`src/rtl/shift_right_seq.sv`:
```
// -----------------------------------------------------------------------------
// shift_right_seq
// Multi-cycle right shifter for the MIPS datapath. Performs SRL/SRLV (zero
// fill) and SRA/SRAV (sign fill), moving one bit position per clock. The
// control unit pulses start_i, stalls while busy_o is high and writes back
// data_o when done_o pulses.
//
// Ports:
//   clk_i    in   1        clock, rising edge
//   rst_i    in   1        asynchronous active-high reset
//   start_i  in   1        request, only sampled while idle
//   data_i   in   WIDTH    operand, latched on the accepting edge
//   shamt_i  in   SHAMT_W  shift amount, latched on the accepting edge
//   arith_i  in   1        1 = arithmetic (sign fill), 0 = logical
//   busy_o   out  1        high whenever an operation is in progress
//   done_o   out  1        one-cycle completion pulse
//   data_o   out  WIDTH    result register, held until the next completion
//
// SHAMT_W must satisfy 2**SHAMT_W >= WIDTH.
// -----------------------------------------------------------------------------
module shift_right_seq #(
    parameter int WIDTH   = 32,
    parameter int SHAMT_W = 5
) (
    input  logic               clk_i,
    input  logic               rst_i,
    input  logic               start_i,
    input  logic [WIDTH-1:0]   data_i,
    input  logic [SHAMT_W-1:0] shamt_i,
    input  logic               arith_i,
    output logic               busy_o,
    output logic               done_o,
    output logic [WIDTH-1:0]   data_o
);

    typedef enum logic [1:0] {
        ST_IDLE  = 2'd0,
        ST_SHIFT = 2'd1,
        ST_DONE  = 2'd2
    } state_t;

    state_t             state_q, state_d;
    logic [WIDTH-1:0]   work_q, work_d;
    logic [WIDTH-1:0]   data_q, data_d;
    logic [SHAMT_W-1:0] count_q, count_d;
    logic               fill_q, fill_d;
    logic               busy_q, busy_d;
    logic               done_q, done_d;

    // Working value after one more bit position; the fill bit was fixed at
    // acceptance, so a negative SRA saturates to all ones.
    logic [WIDTH-1:0]   shifted;
    assign shifted = {fill_q, work_q[WIDTH-1:1]};

    always_comb begin
        state_d = state_q;
        work_d  = work_q;
        data_d  = data_q;
        count_d = count_q;
        fill_d  = fill_q;

        case (state_q)
            ST_IDLE: begin
                if (start_i) begin
                    work_d  = data_i;
                    count_d = shamt_i;
                    fill_d  = arith_i & data_i[WIDTH-1];
                    if (shamt_i != '0) begin
                        state_d = ST_SHIFT;
                    end else begin
                        // Zero shift: the operand is the result, publish it
                        // on the accepting edge.
                        state_d = ST_DONE;
                        data_d  = data_i;
                    end
                end
            end
            ST_SHIFT: begin
                work_d  = shifted;
                count_d = count_q - 1'b1;
                if (count_q == SHAMT_W'(1)) begin
                    // Last step: the result register is loaded with the final
                    // value on the same edge that enters DONE, so data_o
                    // never shows intermediate values.
                    state_d = ST_DONE;
                    data_d  = shifted;
                end
            end
            ST_DONE: begin
                state_d = ST_IDLE;
            end
            default: begin
                state_d = ST_IDLE;
            end
        endcase

        // Outputs are registered images of the next state; DONE is only ever
        // entered for a single cycle, so done_o is a one-cycle pulse.
        busy_d = (state_d != ST_IDLE);
        done_d = (state_d == ST_DONE);
    end

    always_ff @(posedge clk_i or posedge rst_i) begin
        if (rst_i) begin
            state_q <= ST_IDLE;
            work_q  <= '0;
            data_q  <= '0;
            count_q <= '0;
            fill_q  <= 1'b0;
            busy_q  <= 1'b0;
            done_q  <= 1'b0;
        end else begin
            state_q <= state_d;
            work_q  <= work_d;
            data_q  <= data_d;
            count_q <= count_d;
            fill_q  <= fill_d;
            busy_q  <= busy_d;
            done_q  <= done_d;
        end
    end

    assign busy_o = busy_q;
    assign done_o = done_q;
    assign data_o = data_q;

endmodule
```
`config.mk`:
```
export PLATFORM = sky130hd
export DESIGN_NAME = shift_right_seq
export DESIGN_NICKNAME = d
export VERILOG_FILES = /design/src/rtl/shift_right_seq.sv
export SDC_FILE = /design/constraint.sdc
export NUM_CORES = 1
export LEC_CHECK = 0
export CAP_MARGIN = 20
export CORE_UTILIZATION = 49
export CTS_BUF_LIST = sky130_fd_sc_hd__clkbuf_8
export CTS_CLUSTER_DIAMETER = 80
export DETAILED_ROUTE_END_ITERATION = 16
export PLACE_DENSITY = 0.9
export SYNTH_ARGS = -nofsm -noshare
export SYNTH_HDL_FRONTEND = slang
export SYNTH_SLANG_ARGS = --single-unit
export TNS_END_PERCENT = 20
```
`constraint.sdc`:
```
create_clock -name clk_i -period 2.4 [get_ports clk_i]
set_clock_uncertainty 0.1 [all_clocks]
set_input_delay 0.48 -clock clk_i [delete_from_list [all_inputs] [get_ports clk_i]]
set_output_delay 0.48 -clock clk_i [all_outputs]
set_load 0.01 [all_outputs]
```
==> flow_metrics.py, run 1 <==
metrics = {
    "cells_and_area": {
        "fillers": 623,
        "drive_above_1_share_pct": 17.0,
        "multi_input_area_mm2": 0.00194,
        "areaGrowthSynthToFinish_pct": 26.5,
        "layout.nets": 491,
        "antenna_cells": 0,
        "fin_util_pct": 64.9,
        "seq_area_mm2": 0.00183,
        "stdcell_area_mm2": 0.00507,
    },
    "cts": {
        "cts-htree-levels": 3,
        "ctsResizeCount": 0,
        "post_cts_buffers": 0,
        "cts-root-buf": "clkbuf_8",
        "path_clk_slew_ns": 0.07,
        "cts.sinks": 73,
        "numCtsBuffers": 9,
        "clk-insertion-delay-late_ns": 0.35,
        "cts_tree": "built",
        "cts_buffer_depth": 2,
        "cts_hold_buffers": 0,
    },
    "critical_path": {
        "crit_type": "reg -> reg",
        "path_cells": "inv_1 > ha_1 > or4b_4 > nor2_4 > buf_12 > nor3_1 > a221oi_2",
        "worst_ep_arrival_time_ns": 2.27,
        "worstPathRequired_ns": 2.55,
        "path_delay_family": "simple AND/OR/NAND/NOR gates",
        "crit_buf_inv": 2,
        "end_kind": "register",
        "cpMaxStageDelayCell": "or4b_4",
        "cpPeakStageDelay_ns": 0.49,
        "path_max_fanout": 65,
        "start_kind": "register",
        "rr_startpoint": "count_q[1]",
        "r2r_end": "data_o[1]",
        "reg2reg_slack_ns": 0.29,
        "reg2regPathDepth": 7,
    },
    "route": {
        "wire_per_inst_um": 17.6,
        "antenna_left": 0,
        "vias": 3374,
        "wl_um": 9740,
        "drc": 0,
        "first_pass_iters": 4,
        "vias_per_cell": 6.09,
        "drtIter0Drc": 227,
    },
    "synthesis": {
        "synth-edff-count": 0,
        "synth_nets": 428,
        "synth_cell_types": 37,
        "synthCells": 385,
        "yosys_warnings": 0,
        "ys_ff_latch": 73,
        "synth_area_mm2": 0.00401,
        "synthArstFlopShare_pct": 100,
        "yosysSeqAreaShare_pct": 45.6,
        "synth_area_per_cell_um2": 10.4,
        "synthFlopType": "dfrtp_1",
    },
    "global_routing": {
        "grt_usage_pct": 24.1,
        "grt_pass1_vias": 3240,
        "grt_first_pass_wirelength_um": 16100,
        "antenna_found_initial": 0,
        "grt_overflow": 0,
        "grt_max_degree": 74,
    },
    "place": {
        "routabilityCongestion": 0.815,
        "dpl-instance-area_mm2": 0.00487,
        "hpwl_um": 6470,
        "portBuffers": 74,
    },
    "floorplanning": {
        "num_rows": 32,
        "die_area_mm2": 0.00854,
        "core_region_area_mm2": 0.00781,
        "fp.dieW_um": 92.4,
        "start_util_pct": 51.3,
        "ios": 75,
        "die_y_um": 92.4,
    },
    "power_and_ir_drop": {
        "p_total_uw": 6840,
        "peakVddDrop_uv": 747,
        "p_leak_uw": 0.00216,
        "power.density_mw_per_mm2": 1350,
    },
    "timing": {
        "finalMaxSlewViolations": 0,
        "setup_violations": 0,
        "max_slew.worst_pin.slew_ns": 0.534,
        "max_freq_mhz": 473,
        "tns_ns": 0,
        "post-route-period-util_pct": 88.1,
        "timing.final.hold_violations": 0,
        "rsz0062_at_grt": "false",
        "period_needed_ns": 2.11,
        "relSlewSlack_pct": 64.4,
    },
    "min_path": {
        "hp-class": "reg -> reg",
        "hold_end": "work_q[14]",
        "min_delay_path_depth": 2,
        "hold_path.startpoint": "work_q[14]",
    },
    "status": {
        "status": "finished, final reports clean",
    },
    "flow_run": {
        "cap_violations": 0,
    },
}
## power breakdown
| group | leakage [uW] | internal [uW] | switching, uW |
|---|---|---|---|
| Combinational | 0.00117 | 1740 | 1790 |
| Sequential | 0.000879 | 1860 | 476 |
| Clock | 0.000106 | 524 | 452 |
## how the worst max path moves through the flow
stage	from	to	cells after the start	slack (ns)
finish	count_q[1]	data_o[1]	7	0.29
global route	count_q[1]	data_o[31]	7	0.16
CTS	count_q[1]	data_o[31]	7	0.30
detailed placement	shamt_i[3]	data_o[0]	6	0.03
global placement	shamt_i[3]	data_o[0]	6	0.05
floorplan	count_q[1]	data_o[28]	7	0.62
## cell type report
cell class                      count  area share [%]
Clock buffer                       11            2.99
Sequential cell                    73            36.0
Timing Repair Buffer               92            18.8
Clock inverter                      4           0.864
Inverter                            7           0.592
Tap cell                          102            2.52
Multi-Input combinational cell    265            38.2
## tightest hold or removal path, cell delays in order (launching register included)
cell and delay [ns]:
dfrtp_1 0.35, nand2_1 0.05, o21ai_0 0.06
## cell families after synthesis
logic type | count (synthesis) | share of synthesized area, %
DFF | 73 | 45.6
and+or+nand+nor | 85 | 10.5
adders and majority gates | 2 | 0.625
muxes | 33 | 8.24
buffers and inverters | 47 | 6.56
AOI/OAI and AO/OA | 145 | 28.5
## stage by stage
step / worst slack, ns / cells / hold slack [ns]
CTS: 0.304 / 554 / 0.387
global route: 0.159 / 554 / 0.410
floorplan: 0.623 / 385 / 0.338
global placement: 0.0502 / 539 / 0.351
finish: 0.286 / 554 / 0.385
detailed placement: 0.0291 / 539 / 0.370
## placed cells by master, fill, tap and decap left out, types with 2 or more instances in the layout
cell type        instances
and2_1                   2
o22ai_1                  3
nand2_1                 38
a221oi_1                 5
buf_12                   6
a31o_1                  21
nor2_4                   2
a21o_1                   2
clkinv_2                 2
clkdlybuf4s50_1         74
nor2_1                   3
o21ai_0                 33
nand3_1                  2
a221oi_2                26
ha_1                     2
a31o_2                  10
buf_4                   12
clkbuf_8                11
nor3_1                  31
mux2i_1                 33
dfrtp_1                 73
a21oi_1                 40
inv_1                    6
## state kept, by name (all words and copies together), names as in the netlist
name	count
busy_o	1
done_o	1
work_q	31
state_q	2
count_q	5
data_o	32
fill_q	1
## synth_stat cells (all sizes together) (5+ instances only)
master / instances / share of area, %
clkbuf: 11 / 1.0
buf: 29 / 4.9
nor3: 31 / 3.9
mux2i: 33 / 8.2
a31o: 31 / 6.8
nor2: 5 / 0.72
o21ai: 34 / 4.2
nand2: 38 / 3.6
a21oi: 40 / 5.0
dfrtp: 73 / 46
inv: 7 / 0.66
a221oi: 31 / 11
## per-layer routing
| layer | GRT usage [%] | wire length [um] | vias to the layer above |
|---|---|---|---|
| li1 | - | - | 1582 |
| met1 | 33.7 | 4220 | 1661 |
| met2 | 37.2 | 4830 | 116 |
| met3 | 4.19 | 495 | 15 |
| met4 | 9.90 | 189 | 0 |
| met5 | 0 | 0 | - |
Note: power is estimated with default switching activity, not from simulation.
==> inputs of run 2 (changes only) <==
--- a/config.mk
+++ b/config.mk
@@ -14,4 +14,4 @@
 export SYNTH_ARGS = -nofsm -noshare
 export SYNTH_HDL_FRONTEND = slang
 export SYNTH_SLANG_ARGS = --single-unit
-export TNS_END_PERCENT = 20
+export TNS_END_PERCENT = 10
==> results of run 2 <==
No change in the layout: final DEF, timing and power equal those of run 1.
==> inputs of run 3 (changes only) <==
--- a/config.mk
+++ b/config.mk
@@ -10,6 +10,7 @@
 export CTS_BUF_LIST = sky130_fd_sc_hd__clkbuf_8
 export CTS_CLUSTER_DIAMETER = 80
 export DETAILED_ROUTE_END_ITERATION = 16
+export GPL_ROUTABILITY_DRIVEN = 1
 export PLACE_DENSITY = 0.9
 export SYNTH_ARGS = -nofsm -noshare
 export SYNTH_HDL_FRONTEND = slang
==> results of run 3 <==
No change in the layout: final DEF, timing and power equal those of run 1.
